===== src/rtl/present_arbiter_if.sv =====
// Requester-side bus of the PRESENT arbiter.
// Both requesters share this bus. Per-requester fields are packed side by side,
// and requester i owns slice i.
//   req_valid_i   [1:0]            request valid, one bit per requester
//   req_ready_o   [1:0]            request accepted when valid & ready
//   req_block_i   [2*BLOCK_W-1:0]  plaintext/ciphertext, requester i at [BLOCK_W*i +: BLOCK_W]
//   req_key_i     [2*KEY_W-1:0]    key, requester i at [KEY_W*i +: KEY_W]
//   req_encdec_i  [1:0]            operation select handed to the core
//   rsp_valid_o   [1:0]            response valid, one-hot to the granted requester
//   rsp_ready_i   [1:0]            response consumed when valid & ready
//   rsp_block_o   [BLOCK_W-1:0]    result block (shared)
//   rsp_err_o                      timeout abort flag
// The master modport is the requester side. The slave modport is the arbiter.
interface present_arbiter_if #(
  parameter int BLOCK_W = 64,
  parameter int KEY_W   = 80
);
  logic [1:0]           req_valid_i;
  logic [1:0]           req_ready_o;
  logic [2*BLOCK_W-1:0] req_block_i;
  logic [2*KEY_W-1:0]   req_key_i;
  logic [1:0]           req_encdec_i;
  logic [1:0]           rsp_valid_o;
  logic [1:0]           rsp_ready_i;
  logic [BLOCK_W-1:0]   rsp_block_o;
  logic                 rsp_err_o;

  modport master (
    output req_valid_i, req_block_i, req_key_i, req_encdec_i, rsp_ready_i,
    input  req_ready_o, rsp_valid_o, rsp_block_o, rsp_err_o
  );

  modport slave (
    input  req_valid_i, req_block_i, req_key_i, req_encdec_i, rsp_ready_i,
    output req_ready_o, rsp_valid_o, rsp_block_o, rsp_err_o
  );
endinterface


===== src/rtl/present_arbiter.sv =====
// present_arbiter: shares one PRESENT-80 core between two requesters.
// For each request, the arbiter does the following:
//   1. Grants round-robin.
//   2. Registers the operands.
//   3. Holds the core in reset for one LOAD cycle, then releases it.
//   4. Waits for the core's end signal, bounded by TIMEOUT_CYCLES.
//   5. Returns the result to the granted requester.
// The core is held in reset in every state except RUN.
// Ports:
//   clk, rst            clock and synchronous active-high reset
//   bus                 requester bus (present_arbiter_if.slave)
//   busy_o              high in any state other than IDLE
//   core_rst_o          core reset, active-high
//   core_enc_dec_o      operation select to the core
//   core_key_o          registered key to the core
//   core_block_o        registered input block to the core
//   core_end_key_gen_i  core key-schedule status (not used for sequencing)
//   core_block_i        core result block
//   core_end_i          core completion flag
module present_arbiter #(
  parameter int BLOCK_W        = 64,
  parameter int KEY_W          = 80,
  parameter int TIMEOUT_CYCLES = 1024
) (
  input  logic               clk,
  input  logic               rst,
  present_arbiter_if.slave   bus,
  output logic               busy_o,
  output logic               core_rst_o,
  output logic               core_enc_dec_o,
  output logic [KEY_W-1:0]   core_key_o,
  output logic [BLOCK_W-1:0] core_block_o,
  input  logic               core_end_key_gen_i,
  input  logic [BLOCK_W-1:0] core_block_i,
  input  logic               core_end_i
);

  localparam int CNT_W = (TIMEOUT_CYCLES > 1) ? $clog2(TIMEOUT_CYCLES) : 1;
  localparam logic [CNT_W-1:0] CNT_LAST = CNT_W'(TIMEOUT_CYCLES - 1);

  typedef enum logic [1:0] {IDLE, LOAD, RUN, RESP} state_t;

  state_t           state;
  state_t           next_state;
  logic             winner;
  logic             accept;
  logic             grant;
  logic             last_grant;
  logic [CNT_W-1:0] run_cnt;
  logic             timeout_hit;
  logic             unused_ok;

  // Key generation status is informational only.
  assign unused_ok = core_end_key_gen_i;

  // Round-robin pick. A lone requester always wins. When both are valid,
  // the one that was not served last wins.
  always_comb begin
    winner = 1'b0;
    case (bus.req_valid_i)
      2'b01:   winner = 1'b0;
      2'b10:   winner = 1'b1;
      2'b11:   winner = ~last_grant;
      default: winner = 1'b0;
    endcase
  end

  assign accept      = (state == IDLE) && (|bus.req_valid_i);
  assign timeout_hit = (run_cnt == CNT_LAST);

  // State register.
  always_ff @(posedge clk) begin
    if (rst) state <= IDLE;
    else     state <= next_state;
  end

  // Next-state logic. When end and timeout occur in the same RUN cycle,
  // both lead to RESP, and the datapath gives end priority.
  always_comb begin
    next_state = state;
    case (state)
      IDLE: if (accept) next_state = LOAD;
      LOAD: next_state = RUN;
      RUN:  if (core_end_i || timeout_hit) next_state = RESP;
      RESP: if (bus.rsp_ready_i[grant]) next_state = IDLE;
      default: next_state = IDLE;
    endcase
  end

  // Outputs decoded from state. Ready and response valid are one-hot
  // to the winner or the grant holder.
  always_comb begin
    bus.req_ready_o = 2'b00;
    bus.rsp_valid_o = 2'b00;
    if (accept) bus.req_ready_o[winner] = 1'b1;
    if (state == RESP) bus.rsp_valid_o[grant] = 1'b1;
    busy_o     = (state != IDLE);
    core_rst_o = (state != RUN);
  end

  // Operand capture, grant tracking, RUN timeout counter and result capture.
  // Operands are written only on accept, so they stay frozen through LOAD and RUN.
  always_ff @(posedge clk) begin
    if (rst) begin
      core_key_o      <= '0;
      core_block_o    <= '0;
      core_enc_dec_o  <= 1'b0;
      grant           <= 1'b0;
      last_grant      <= 1'b1;
      run_cnt         <= '0;
      bus.rsp_block_o <= '0;
      bus.rsp_err_o   <= 1'b0;
    end else begin
      case (state)
        IDLE: begin
          if (accept) begin
            core_key_o     <= winner ? bus.req_key_i[2*KEY_W-1:KEY_W]
                                     : bus.req_key_i[KEY_W-1:0];
            core_block_o   <= winner ? bus.req_block_i[2*BLOCK_W-1:BLOCK_W]
                                     : bus.req_block_i[BLOCK_W-1:0];
            core_enc_dec_o <= bus.req_encdec_i[winner];
            grant          <= winner;
            last_grant     <= winner;
          end
          run_cnt <= '0;
        end
        LOAD: run_cnt <= '0;
        RUN: begin
          run_cnt <= run_cnt + CNT_W'(1);
          if (core_end_i) begin
            bus.rsp_block_o <= core_block_i;
            bus.rsp_err_o   <= 1'b0;
          end else if (timeout_hit) begin
            bus.rsp_block_o <= '0;
            bus.rsp_err_o   <= 1'b1;
          end
        end
        default: ;
      endcase
    end
  end

endmodule


===== src/flat_wrapper.sv =====
// flat-port wrapper written by rule: the top's interface ports become plain ports
module present_arbiter_flat 
#(
  parameter int BLOCK_W        = 64,
  parameter int KEY_W          = 80,
  parameter int TIMEOUT_CYCLES = 1024
)
  (clk, rst, busy_o, core_rst_o, core_enc_dec_o, core_key_o, core_block_o, core_end_key_gen_i, core_block_i, core_end_i, bus_req_valid_i, bus_req_block_i, bus_req_key_i, bus_req_encdec_i, bus_rsp_ready_i, bus_req_ready_o, bus_rsp_valid_o, bus_rsp_block_o, bus_rsp_err_o);
  present_arbiter_if #(.BLOCK_W(BLOCK_W), .KEY_W(KEY_W)) bus_i ();
  input  logic clk;
  input  logic rst;
  output logic busy_o;
  output logic core_rst_o;
  output logic core_enc_dec_o;
  output logic [KEY_W-1:0] core_key_o;
  output logic [BLOCK_W-1:0] core_block_o;
  input  logic core_end_key_gen_i;
  input  logic [BLOCK_W-1:0] core_block_i;
  input  logic core_end_i;
  input wire logic [$bits(bus_i.req_valid_i)-1:0] bus_req_valid_i;
  input wire logic [$bits(bus_i.req_block_i)-1:0] bus_req_block_i;
  input wire logic [$bits(bus_i.req_key_i)-1:0] bus_req_key_i;
  input wire logic [$bits(bus_i.req_encdec_i)-1:0] bus_req_encdec_i;
  input wire logic [$bits(bus_i.rsp_ready_i)-1:0] bus_rsp_ready_i;
  output wire logic [$bits(bus_i.req_ready_o)-1:0] bus_req_ready_o;
  output wire logic [$bits(bus_i.rsp_valid_o)-1:0] bus_rsp_valid_o;
  output wire logic [$bits(bus_i.rsp_block_o)-1:0] bus_rsp_block_o;
  output wire logic [$bits(bus_i.rsp_err_o)-1:0] bus_rsp_err_o;
  assign bus_i.req_valid_i = bus_req_valid_i;
  assign bus_i.req_block_i = bus_req_block_i;
  assign bus_i.req_key_i = bus_req_key_i;
  assign bus_i.req_encdec_i = bus_req_encdec_i;
  assign bus_i.rsp_ready_i = bus_rsp_ready_i;
  assign bus_req_ready_o = bus_i.req_ready_o;
  assign bus_rsp_valid_o = bus_i.rsp_valid_o;
  assign bus_rsp_block_o = bus_i.rsp_block_o;
  assign bus_rsp_err_o = bus_i.rsp_err_o;
  present_arbiter #(.BLOCK_W(BLOCK_W), .KEY_W(KEY_W), .TIMEOUT_CYCLES(TIMEOUT_CYCLES)) u_core (.clk(clk), .rst(rst), .bus(bus_i), .busy_o(busy_o), .core_rst_o(core_rst_o), .core_enc_dec_o(core_enc_dec_o), .core_key_o(core_key_o), .core_block_o(core_block_o), .core_end_key_gen_i(core_end_key_gen_i), .core_block_i(core_block_i), .core_end_i(core_end_i));
endmodule

===== config.mk =====
export PLATFORM = sky130hd
export DESIGN_NAME = present_arbiter_flat
export DESIGN_NICKNAME = d
export VERILOG_FILES = /design/src/rtl/present_arbiter_if.sv /design/src/rtl/present_arbiter.sv /design/src/flat_wrapper.sv
export SDC_FILE = /design/constraint.sdc
export NUM_CORES = 1
export LEC_CHECK = 0
export CORE_AREA = 2 2 224 226
export DETAILED_ROUTE_END_ITERATION = 8
export DIE_AREA = 0 0 226 228
export SYNTH_ARGS = -nofsm -noshare
export SYNTH_HDL_FRONTEND = slang
export SYNTH_SLANG_ARGS = --single-unit
export TNS_END_PERCENT = 20

===== constraint.sdc =====
create_clock -name clk -period 3.29 [get_ports clk]
set_clock_uncertainty 0.1 [all_clocks]
set_input_delay 0.658 -clock clk [delete_from_list [all_inputs] [get_ports clk]]
set_output_delay 0.658 -clock clk [all_outputs]
set_load 0.005 [all_outputs]

==> impl_metrics.py, run 1 <==
metrics = {
    "run_status": {
        "status": "completed",
    },
    "floorplan": {
        "rows": 82,
        "core_area_um2": 49300,
        "initial_utilization_pct": 15.9,
        "die-area_um2": 51500,
        "die_w_um": 226,
        "die_h_um": 228,
        "ios": 578,
    },
    "setup_path": {
        "startpoint": "u_core.state[0]",
        "r2r_slack_ns": 0.89,
        "timing_worst_setup_path_type": "reg -> out",
        "cp_cell_sequence": "inv_1 -> ha_1 -> nand2_1 -> a21oi_4 -> clkdlybuf4s50_1",
        "critical_path.top_delay_family": "buffers and inverters",
        "reg2reg_depth": 7,
        "required_ns": 2.53,
        "cp-start-kind": "flip-flop",
        "cpPeakStageDelay_ns": 0.56,
        "cp-endpoint": "bus_req_ready_o[1]",
        "r2r-start": "u_core.state[0]",
        "rr_endpoint": "u_core.core_key_o[21]",
        "cp_slowest_cell": "clkdlybuf4s50_1",
        "path_depth": 5,
        "path_buf_inv": 2,
        "end_kind": "primary output",
        "crit_arrival_ns": 2.22,
        "critPathMaxFanout": 5,
    },
    "logic_synthesis": {
        "synth.distinct_cells": 33,
        "synth.largest_area_cell": "dfxtp_1",
        "syn_area_per_cell_um2": 10.8,
        "synth-seq-cells": 224,
        "yosys-top-cells-area": "dfxtp_1, a222oi_1, nor2_1",
        "syn-num-nets": 1096,
        "synthCells": 728,
        "synth-edff-count": 0,
        "ys.flop_type": "dfxtp_1",
        "yosys_warnings": 0,
        "synth_common_cells": "dfxtp_1, nor2_1, a222oi_1",
        "ys_async_sr_fraction_pct": 0,
        "syn-cell-area_um2": 7850,
        "yosysMostFrequentCell": "dfxtp_1",
        "ys_seq_area_share_pct": 57.1,
        "synth.top_cell.area_share_pct": 57.1,
    },
    "global_routing": {
        "antenna_found_initial": 2,
        "grt_max_degree": 148,
        "grt_pass1_wl_um": 49500,
        "grt_overflow": 0,
        "gr-usage-all-layers_pct": 12.0,
        "first_global_vias": 8781,
    },
    "power_and_ir_drop": {
        "p_switching_mw": 3.26,
        "seq_power_share_pct": 34.0,
        "internal_power_mw": 7.27,
        "vdd_ir_drop_max_uv": 469,
        "p_sw_share_pct": 31.0,
        "pwr-share-comb_pct": 36.5,
        "clockPowerShare_pct": 29.4,
        "report.power.total_mw": 10.5,
        "leakagePower_nw": 5.50,
        "p_per_area_nw_per_um2": 692,
    },
    "clock_network": {
        "cts_tree": "built",
        "clkTransAtPathRegs_ns": 0.06,
        "htreeDepth": 1,
        "clockBufferDepth": 3,
        "cts-root-buf": "clkbuf_16",
        "hold_buffers": 0,
        "cts_num_sinks": 224,
        "post_cts_resized": 0,
        "clk_latency_ns": 0.55,
        "cts_buffers": 27,
        "cts_setup_buffers": 0,
    },
    "sta": {
        "finalCriticalPeriod_ns": 2.97,
        "fmax_mhz": 336,
        "setup_tns_ns": 0,
        "setup_viol": 0,
        "slew_headroom_pct": 41.7,
        "rsz0062_at_grt": "no",
        "worst_pin_slew_ns": 0.874,
        "finalMaxSlewViolations": 0,
        "worst_slack_ns": 0.316,
        "hold_viol": 0,
        "period_share_pct": 90.4,
    },
    "detailed_routing": {
        "drt_first_pass_iters": 7,
        "ant_nets": 0,
        "vias_per_cell": 4.39,
        "routed_wl_um": 33700,
        "drc_errors": 0,
        "num_vias": 8579,
        "dr.first_iter.drc_count": 768,
        "wl_per_cell_um": 17.2,
    },
    "place": {
        "post-place-ws_ns": 0.358,
        "place_congestion": 0.828,
        "dp.cells": 1906,
        "place_hpwl_um": 23400,
        "port_buffers": 576,
    },
    "finish": {
        "finalNonFillerCells": 1954,
        "syn2layout_area_growth_pct": 93.8,
        "drive_gt1_share_pct": 4.37,
        "nets": 1631,
    },
    "run": {
        "max_cap_violations": 0,
    },
    "min_path": {
        "hold_path.class": "reg -> reg",
        "min_from": "u_core.bus.rsp_block_o[5]",
    },
}
==> worst register-to-register path, cell delays in order (launching register included) <==
cell and delay (ns):
dfxtp_1 0.34, inv_1 0.11, ha_1 0.35, nand2_1 0.14, a21oi_4 0.17, buf_12 0.43
a222oi_1 0.56, nor2_1 0.14
==> power by group through the flow <==
stage                     logic (mW)  clock network, mW  registers [mW]
after floorplan                 1.76                  0            3.64
after global placement          3.81                  0            3.61
after detailed placement        3.87                  0            3.63
after CTS                       3.89               3.22            3.59
after global routing            4.15               3.34            3.65
final                           3.85               3.10            3.59
==> cells in the final DEF (no fill, tap or decap), drive strengths merged, types with 2 or more instances in the layout <==
| master | synthesis | routed |
|---|---|---|
| a21oi | 8 | 8 |
| a222oi | 145 | 145 |
| a22o | 64 | 64 |
| and2 | 2 | 2 |
| buf | 27 | 10 |
| bufinv | 0 | 3 |
| clkbuf | 52 | 41 |
| clkdlybuf4s50 | 0 | 575 |
| clkinv | 0 | 2 |
| dfxtp | 224 | 224 |
| ha | 6 | 6 |
| inv | 5 | 6 |
| mux2i | 3 | 3 |
| nand2 | 5 | 5 |
| nand2b | 2 | 2 |
| nand3 | 2 | 2 |
| nor2 | 157 | 157 |
| nor2b | 2 | 2 |
| o21a | 2 | 2 |
| o21ai | 3 | 3 |
| or3 | 2 | 2 |
| xnor2 | 2 | 2 |
| xor2 | 5 | 5 |
==> layout make-up <==
class                           instances  area, µm²
Timing Repair Buffer                  585       5910
Antenna cell                            1       2.50
Multi-Input combinational cell        420       3050
Clock buffer                           41        808
Inverter                                5       18.8
Clock inverter                          6        109
Sequential cell                       224       4480
Tap cell                              672        841
Fill cell                            5105      34100
==> worst min path at each step <==
stage / endpoint / cells after the start
2_1_floorplan: u_core.run_cnt[6] / 2
6_report: u_core.bus.rsp_block_o[5] / 1
3_5_place_dp: u_core.bus.rsp_block_o[54] / 1
5_1_grt: u_core.bus.rsp_block_o[4] / 1
3_3_place_gp: u_core.bus.rsp_block_o[56] / 1
4_1_cts: u_core.bus.rsp_block_o[61] / 1
==> through the flow <==
step | area (µm²) | util (%) | hold WS [ns]
after global routing | 15200 | 30.8 | 0.388
after CTS | 15200 | 30.8 | 0.374
after global placement | 14300 | 29.0 | 0.356
after floorplan | 7850 | - | 0.354
after detailed placement | 14300 | 29.0 | 0.353
final | 15200 | 30.8 | 0.374
==> per-layer routing <==
metal	wire length, µm	global-route usage [%]
met5	13	0
met2	16500	21.7
met3	3260	3.43
met4	897	4.28
met1	13000	13.3
==> sequential cells by signal, indices dropped and copies added, names as in the netlist <==
register and flops:
u_core.grant 1, u_core.last_grant 1, u_core.state 2, u_core.core_key_o 80
u_core.run_cnt 10, u_core.bus.rsp_err_o 1, u_core.bus.rsp_block_o 64, u_core.core_enc_dec_o 1
u_core.core_block_o 64
==> logic make-up after synthesis <==
| logic type | Yosys count | synth area share, % |
|---|---|---|
| mux | 3 | 0.382 |
| compound gates | 227 | 27.2 |
| buf+inv | 84 | 4.56 |
| simple gates | 177 | 9.02 |
| flops | 224 | 57.1 |
| xor+xnor | 7 | 0.781 |
| fa+ha+maj | 6 | 0.956 |
(Power assumes the default switching activity.)
==> run 2, diff against run 1 <==
- CORE_AREA: 2 2 224 226 -> 2 2 228 230
- DIE_AREA: 0 0 226 228 -> 0 0 230 232
- HOLD_SLACK_MARGIN: default -> 0.02
==> run 2 against run 1 <==
  * The flow now finishes with violations (design-rule violations)
  * Routed wire length decreased by 0.67%
  * Via count decreased by 0.36%
  * Largest cell class unchanged
  * Global-route usage down 0.70 points
  * Utilization shrank 0.98 points
  * Combinational power up 3%
  * Setup slack improved by 0.032 ns
  * Sequential power is essentially flat
  * Die area rose by 3.6%
==> impl_metrics.py, run 2 (synthesis gave the netlist of run 1 again) <==
metrics = {
    "detailed_routing": {
        "drt_first_pass_iters": 9,
        "drc_errors": 5,
        "num_vias": 8548,
        "wl_per_cell_um": 17.0,
        "dr.first_iter.drc_count": 835,
        "routed_wl_um": 33500,
        "vias_per_cell": 4.35,
        "ant_nets": 0,
    },
    "clock_network": {
        "cts-root-buf": "clkbuf_16",
        "clk_latency_ns": 0.54,
        "hold_buffers": 0,
        "cts_buffers": 26,
        "cts_tree": "built",
        "clockBufferDepth": 3,
        "clkTransAtPathRegs_ns": 0.06,
        "post_cts_resized": 0,
        "cts_num_sinks": 224,
        "htreeDepth": 1,
        "cts_setup_buffers": 0,
    },
    "global_routing": {
        "grt_overflow": 0,
        "gr-usage-all-layers_pct": 11.3,
        "grt_max_degree": 148,
        "antenna_found_initial": 0,
        "grt_pass1_wl_um": 48400,
        "first_global_vias": 8468,
    },
    "finish": {
        "multi_input_area_um2": 3050,
        "fillerInstances": 5269,
        "antennaDiodeCount": 0,
        "syn2layout_area_growth_pct": 93.6,
        "nets": 1636,
        "largest_reg_flops": 80,
        "finalNonFillerCells": 1964,
        "regArea_um2": 4480,
        "final_common_cell": "clkdlybuf4s50_1",
        "layout_common_cells": "clkdlybuf4s50_1, dfxtp_1, nor2_1, a222oi_1, a22o_1",
        "top_register": "u_core.core_key_o",
        "largest_registers": "u_core.core_key_o x80, u_core.bus.rsp_block_o x64, u_core.core_block_o x64",
        "utilization_pct": 29.9,
        "drive_gt1_share_pct": 4.60,
    },
    "power_and_ir_drop": {
        "pwr-share-comb_pct": 38.2,
        "internal_power_mw": 7.10,
        "p_per_area_nw_per_um2": 680,
        "leakagePower_nw": 5.49,
        "p_sw_share_pct": 31.3,
        "p_switching_mw": 3.23,
        "clockPowerShare_pct": 27.0,
        "seq_power_share_pct": 34.7,
        "report.power.total_mw": 10.3,
        "vdd_ir_drop_max_uv": 495,
    },
    "place": {
        "place_congestion": 0.793,
        "place_hpwl_um": 23700,
        "dp.cells": 1920,
        "post-place-ws_ns": 0.480,
        "port_buffers": 576,
    },
    "sta": {
        "worst_slack_ns": 0.347,
        "period_share_pct": 89.4,
        "hold_viol": 0,
        "worst_pin_slew_ns": 0.882,
        "setup_tns_ns": 0,
        "setup_viol": 0,
        "fmax_mhz": 340,
        "slew_headroom_pct": 41.2,
        "rsz0062_at_grt": "no",
        "finalCriticalPeriod_ns": 2.94,
        "finalMaxSlewViolations": 0,
    },
    "setup_path": {
        "critPathMaxFanout": 5,
        "timing_worst_setup_path_type": "reg -> out",
        "crit_arrival_ns": 2.18,
        "end_kind": "primary output",
        "cp-start-kind": "flip-flop",
        "required_ns": 2.53,
    },
    "floorplan": {
        "die_w_um": 230,
        "die-area_um2": 53400,
        "initial_utilization_pct": 15.4,
        "ios": 578,
        "core_area_um2": 50900,
        "rows": 83,
        "die_h_um": 232,
    },
    "run_status": {
        "status": "complete, but fails checks",
        "violations": "design-rule violations",
    },
    "run": {
        "max_cap_violations": 0,
    },
    "min_path": {
        "hold_path.class": "reg -> reg",
    },
}
[run 2: cell count changes in the layout (fill, tap and decap cells not counted), sizes merged]
cell | before | now
buf | 10 | 16
clkbuf | 41 | 37
clkinv | 2 | 5
bufinv | 3 | 1
diode | 1 | 0
[run 2: area by class of cell]
cell class              instances  share of cell area [%]
clock buffers                  37                    4.96
multi-input cells             420                    20.1
inverters                       5                   0.123
clock inverters                 7                   0.420
flip-flops and latches        224                    29.5
repair buffers                591                    39.3
well taps                     680                    5.60
[run 2: critical path: stages, from the launching register on]
cell and delay (ns):
dfxtp_1 0.34, inv_1 0.11, ha_1 0.33, nand2_1 0.14, a21oi_4 0.17, clkdlybuf4s50_1 0.55
[run 2: final timing paths]
kind	start	end	slack, ns	cells past startpoint
max	u_core.state[0]	bus_req_ready_o[1]	0.35	5
min	u_core.bus.rsp_block_o[43]	u_core.bus.rsp_block_o[43]	0.37	1
max reg2reg	u_core.state[0]	u_core.core_key_o[35]	0.94	7
min reg2reg	u_core.bus.rsp_block_o[43]	u_core.bus.rsp_block_o[43]	0.37	1
[run 2: routing by layer]
metal	share of wire (%)	vias up	wire length, µm	global-route usage [%]
li1	-	3972	-	-
met1	39	4070	13000	13.0
met2	49	455	16500	20.2
met3	9.1	51	3030	3.05
met4	2.8	0	953	4.01
met5	0	-	0	0
[run 2: power groups by stage]
stage	clock (mW)	sequential, mW	combinational, mW
after floorplan	0	3.64	1.76
after global placement	0	3.62	3.92
after detailed placement	0	3.64	3.97
after CTS	2.90	3.59	3.99
after global routing	2.99	3.65	4.27
final	2.79	3.59	3.95
[run 2: stage by stage]
stage / cell area (µm²) / hold slack (ns)
final: 15200 / 0.370
after global routing: 15200 / 0.389
after CTS: 15200 / 0.374
after detailed placement: 14400 / 0.353
after global placement: 14400 / 0.356
after floorplan: 7850 / 0.354
